$ cat src/rtl/matrix_mult_ctrl.sv
// 4x4 matrix-multiply stage: reads A and B from the matrix RAM, forms C = A*B one
// element per cycle with four MAC lanes, and writes C back as a single RAM word.
module matrix_mult_ctrl #(
  parameter int ADDR_W = 4,
  parameter int ELEM_W = 16
) (
  input  logic                  clk,
  input  logic                  reset,
  input  logic                  start,
  input  logic [ADDR_W-1:0]     addr_a,
  input  logic [ADDR_W-1:0]     addr_b,
  input  logic [ADDR_W-1:0]     addr_c,
  output logic                  busy,
  output logic                  done,
  output logic                  mem_en,
  output logic                  mem_rw,
  output logic [ADDR_W-1:0]     mem_addr,
  output logic [16*ELEM_W-1:0]  mem_wdata,
  input  logic [16*ELEM_W-1:0]  mem_rdata
);

  // state   | meaning
  // IDLE    | waiting for start
  // RD_A    | read issued for operand A
  // RD_B    | read issued for B, A data arriving
  // LAT     | B data arriving
  // COMPUTE | one result element per cycle, idx 0..15
  // WRITE   | result word written to addr_c
  // DONE    | one-cycle completion pulse
  typedef enum logic [2:0] {IDLE, RD_A, RD_B, LAT, COMPUTE, WRITE, DONE} state_t;

  state_t state, state_nxt;

  logic [ADDR_W-1:0]    a_q, b_q, c_q;
  logic [16*ELEM_W-1:0] a_mat, b_mat;
  logic [3:0]           idx;
  logic [1:0]           row, col;
  logic [ELEM_W-1:0]    a_el [4][4];
  logic [ELEM_W-1:0]    b_el [4][4];
  logic [ELEM_W-1:0]    c_el [16];
  logic [ELEM_W-1:0]    prod [4];
  logic [ELEM_W-1:0]    elem_sum;

  assign row = idx[3:2];
  assign col = idx[1:0];

  for (genvar gr = 0; gr < 4; gr++) begin : g_unpack_r
    for (genvar gc = 0; gc < 4; gc++) begin : g_unpack_c
      assign a_el[gr][gc] = a_mat[ELEM_W*(4*gr+gc) +: ELEM_W];
      assign b_el[gr][gc] = b_mat[ELEM_W*(4*gr+gc) +: ELEM_W];
    end
  end

  // The stored element is the sum modulo 2^ELEM_W, so keeping only the low
  // ELEM_W bits of every product and partial sum gives the identical result.
  for (genvar gk = 0; gk < 4; gk++) begin : g_lane
    assign prod[gk] = a_el[row][gk] * b_el[gk][col];
  end

  assign elem_sum = prod[0] + prod[1] + prod[2] + prod[3];

  for (genvar g = 0; g < 16; g++) begin : g_pack
    assign mem_wdata[ELEM_W*g +: ELEM_W] = c_el[g];
  end

  always_ff @(posedge clk or posedge reset) begin
    if (reset) state <= IDLE;
    else       state <= state_nxt;
  end

  always_comb begin
    state_nxt = state;
    busy      = 1'b1;
    done      = 1'b0;
    mem_en    = 1'b0;
    mem_rw    = 1'b1;
    mem_addr  = '0;
    case (state)
      IDLE: begin
        busy = 1'b0;
        if (start) state_nxt = RD_A;
      end
      RD_A: begin
        mem_en    = 1'b1;
        mem_addr  = a_q;
        state_nxt = RD_B;
      end
      RD_B: begin
        mem_en    = 1'b1;
        mem_addr  = b_q;
        state_nxt = LAT;
      end
      LAT:     state_nxt = COMPUTE;
      COMPUTE: if (idx == 4'd15) state_nxt = WRITE;
      WRITE: begin
        mem_en    = 1'b1;
        mem_rw    = 1'b0;
        mem_addr  = c_q;
        state_nxt = DONE;
      end
      DONE: begin
        done      = 1'b1;
        state_nxt = IDLE;
      end
      default: state_nxt = IDLE;
    endcase
  end

  always_ff @(posedge clk or posedge reset) begin
    if (reset) begin
      a_q   <= '0;
      b_q   <= '0;
      c_q   <= '0;
      a_mat <= '0;
      b_mat <= '0;
      idx   <= '0;
      c_el  <= '{default: '0};
    end else begin
      case (state)
        IDLE: if (start) begin
          a_q <= addr_a;
          b_q <= addr_b;
          c_q <= addr_c;
        end
        RD_B: a_mat <= mem_rdata;
        LAT: begin
          b_mat <= mem_rdata;
          idx   <= '0;
        end
        COMPUTE: begin
          c_el[idx] <= elem_sum;
          idx       <= idx + 4'd1;
        end
        default: ;
      endcase
    end
  end

endmodule

$ cat config.mk
export PLATFORM = sky130hd
export DESIGN_NAME = matrix_mult_ctrl
export DESIGN_NICKNAME = d
export VERILOG_FILES = /design/src/rtl/matrix_mult_ctrl.sv
export SDC_FILE = /design/constraint.sdc
export NUM_CORES = 2
export LEC_CHECK = 0
export BUFFER_PORTS_ARGS = -buffer_cell sky130_fd_sc_hd__buf_4
export CAP_MARGIN = 20
export CORE_MARGIN = 8
export CORE_UTILIZATION = 62
export CTS_CLUSTER_SIZE = 30
export DETAILED_ROUTE_END_ITERATION = 16
export PLACE_DENSITY_LB_ADDON = 0.05
export SYNTH_ARGS = -nofsm -noshare
export SYNTH_HDL_FRONTEND = slang
export SYNTH_SLANG_ARGS = --single-unit
$ cat constraint.sdc
create_clock -name clk -period 49 [get_ports clk]
set_input_delay 9.8 -clock clk [delete_from_list [all_inputs] [get_ports clk]]
set_output_delay 9.8 -clock clk [all_outputs]
set_load 0.01 [all_outputs]
==> impl_metrics.csv <==
group,metric,value,unit
grt,grt.total_usage,36.4,%
synthesis,synth-edff-count,0,
sta,fmax,75.6,MHz
place,port_buffers,534,
cts,clk_pin_slew,0.06,ns
sta,rsz0062_at_grt,"false",
sta,hold_viol_final,0,
sta,fin_crit_sh,27.0,%
die,die_w,296,µm
synthesis,ys_seq_area_share,40.4,%
cells_and_area,final_nets,5911,
die,die_y,296,µm
synthesis,synthTopCellsByArea,"dfrtp_1, fa_1, nand2_1",
detailed_routing,route.vias.total,35700,
sta,slew_violations,0,
cts,postCtsSetupBuffers,0,
synthesis,postSynthAreaPerCell,10.5,µm²
sta,fin_crit,13.22,ns
synthesis,syn_area,0.0487,mm²
synthesis,synthArstFlopShare,100,%
setup_path,arrival,13.84,ns
cts,cts_tree,"yes",
synthesis,yosysUniqueCellTypes,45,
sta,holdWs,0.471,ns
sta,timing.slew.headroom,21.1,%
grt,grt_pass1_wl,235000,µm
synthesis,synth_nets,5491,
cts,h-tree-depth,3,
sta,tightest_slew,1.18,ns
hold_path,hold_path_class,"register to register",
detailed_routing,vias_per_cell,5.79,
die,core_area,0.0776,mm²
cts,cts-root-buf,"clkbuf_16",
synthesis,yosysMostFrequentCell,"nand2_1",
cts,cts.sinks,787,
synthesis,synth_top_area_cell,"dfrtp_1",
sta,finalWorstSetupSlack,35.78,ns
grt,antenna_found_initial,1,
setup_path,path_cells,"buf_4 -> inv_8 -> buf_4 -> buf_12 -> buf_4 -> buf_12",
cells_and_area,syn2layout_area_growth,15.5,%
synthesis,netlist_top_cells_count,"nand2_1, dfrtp_1, inv_1",
die,die_area,0.0878,mm²
grt,grt_max_degree,187,
place,dp_hpwl,123000,µm
sta,final.setup.tns,0,ns
detailed_routing,drc,0,
synthesis,syn_inst,4647,
grt,grt_util_met1,46.6,%
detailed_routing,ant_nets,0,
cts,insertion_delay,0.66,ns
detailed_routing,drtIter0Drc,3562,
detailed_routing,wirelength,158000,µm
cts,postCtsHoldBufs,0,
setup_path,slowest_stage,"buf_4",
detailed_routing,post_drt_wl_per_cell,25.6,µm
sta,finClkSkew,0.0336,ns
synthesis,ys.flop_type,"dfrtp_1",
die,num_rows,102,
setup_path,cp.required,49.62,ns
sta,finalSetupViolCount,0,
synthesis,yosys_warnings,0,
grt,grt-ovfl-total,0,
setup_path,path_max_fanout,186,
setup_path,cpLargestDelayFamily,"buffers and inverters",
grt,grt_pass1_vias,37000,
synthesis,ys_ff_latch,787,
run,max-cap-violations,0,
grt,grtUsageMet2,57.6,%
grt,top_usage_layer,"met2",
cts,numCtsBuffers,83,
place,pre_cts_ws,35.11,ns
place,place_congestion,0.988,
grt,globalRouteMet3Util,6.53,%
setup_path,crit_buf_inv,6,
setup_path,crit_top_cell,"buf_4",
detailed_routing,dr.pass1.iters,5,
cells_and_area,finish.utilization,72.5,%
setup_path,critPathMaxStageDelay,0.84,ns
die,io_pins,535,
die,initial_utilization,62.8,%
cts,clk_path_buf_depth,3,
setup_path,worstSetupPathType,"input pin to async pin",
setup_path,end_kind,"async pin",
setup_path,startpoint_type,"input pin",
outcome,status,"complete, no violations",
synthesis,synth_top_area_share,40.4,%
cells_and_area,layout-drive-gt1-share,22.1,%
cts,cts_resized,0,
==> registers in the layout (all words and copies together), names as in the netlist <==
register	flops
idx	4
state	3
a_q	4
mem_wdata	256
b_mat	256
c_q	4
a_mat	256
b_q	4
==> final cells by class <==
cell class	count	area, µm²
sequential	787	19700
clock buffer	119	2450
inverter	555	2090
antenna	1	2.50
timing repair buffer	562	4270
tap	1040	1300
clock inverter	31	437
multi-input combinational	3078	26000
fill	5790	21300
==> worst reg2reg max path, delay by kind of cell (launching register included) <==
| kind | cells | cell delay (ns) |
|---|---|---|
| adder cells (fa/ha/maj) | 10 | 4.98 |
| XOR/XNOR | 9 | 2.31 |
| multiplexers | 2 | 1.11 |
| buffers and inverters | 6 | 1.06 |
| flip-flops | 1 | 0.89 |
| AND/OR/NAND/NOR | 1 | 0.26 |
==> final timing paths <==
| check | from | end | slack, ns | cells past startpoint |
|---|---|---|---|---|
| min in group asynchronous | reset | a_mat[229] | 9.21 | 2 |
| worst min register to register | b_mat[209] | b_mat[209] | 0.47 | 2 |
| worst max-delay path | reset | mem_wdata[11] | 35.78 | 6 |
| worst max register to register | idx[0] | mem_wdata[47] | 38.33 | 28 |
| max in group clk | state[0] | mem_addr[0] | 37.20 | 4 |
| worst min-delay path | b_mat[209] | b_mat[209] | 0.47 | 2 |
==> through the flow <==
step / area [µm²] / instances
final: 56300 / 6173
after global routing: 56300 / 6172
after CTS: 56200 / 6171
after detailed placement: 53300 / 6021
after global placement: 53300 / 6020
after floorplan: 48700 / 4647
==> routing by layer <==
| metal | share of wire (%) | wire length, µm | vias up |
|---|---|---|---|
| li1 | - | - | 15400 |
| met4 | 8.0 | 12500 | 2 |
| met5 | 0.0095 | 15 | - |
| met3 | 7.9 | 12500 | 434 |
| met2 | 47 | 74700 | 1732 |
| met1 | 37 | 58000 | 18200 |
==> cell usage in the layout (no fill, tap or decap), types with 6 or more instances in the layout <==
cell type and instances:
bufinv_16 6, clkbuf_16 83, clkinv_2 13, mux2_4 10
nand3_1 19, xor2_1 22, buf_4 558, a31oi_1 16
clkbuf_8 24, nand2_1 1387, dfrtp_1 783, xnor2_1 102
nor3_1 6, o21ai_0 169, nor2b_1 6, nor2_1 35
xnor2_2 9, o31ai_1 16, fa_1 390, ha_1 183
a21oi_1 11, clkbuf_1 12, inv_1 554, mux2_2 275
mux4_2 128, and2_1 259
==> logic make-up (layout without fill, tap and decap cells) <==
group	Yosys count	after routing	synth area share, %
other	0	1	0
XOR/XNOR	135	135	2.49
buffers and inverters	782	1267	6.36
AND/OR/NAND/NOR	1728	1728	14.8
flip-flops	787	787	40.4
adder cells (fa/ha/maj)	573	573	20.7
AO/OA/AOI/OAI	229	229	2.57
multiplexers	413	413	12.6
Power is not shown: default switching activity piles up to over one toggle a cycle in this logic, so the estimate is an artifact.
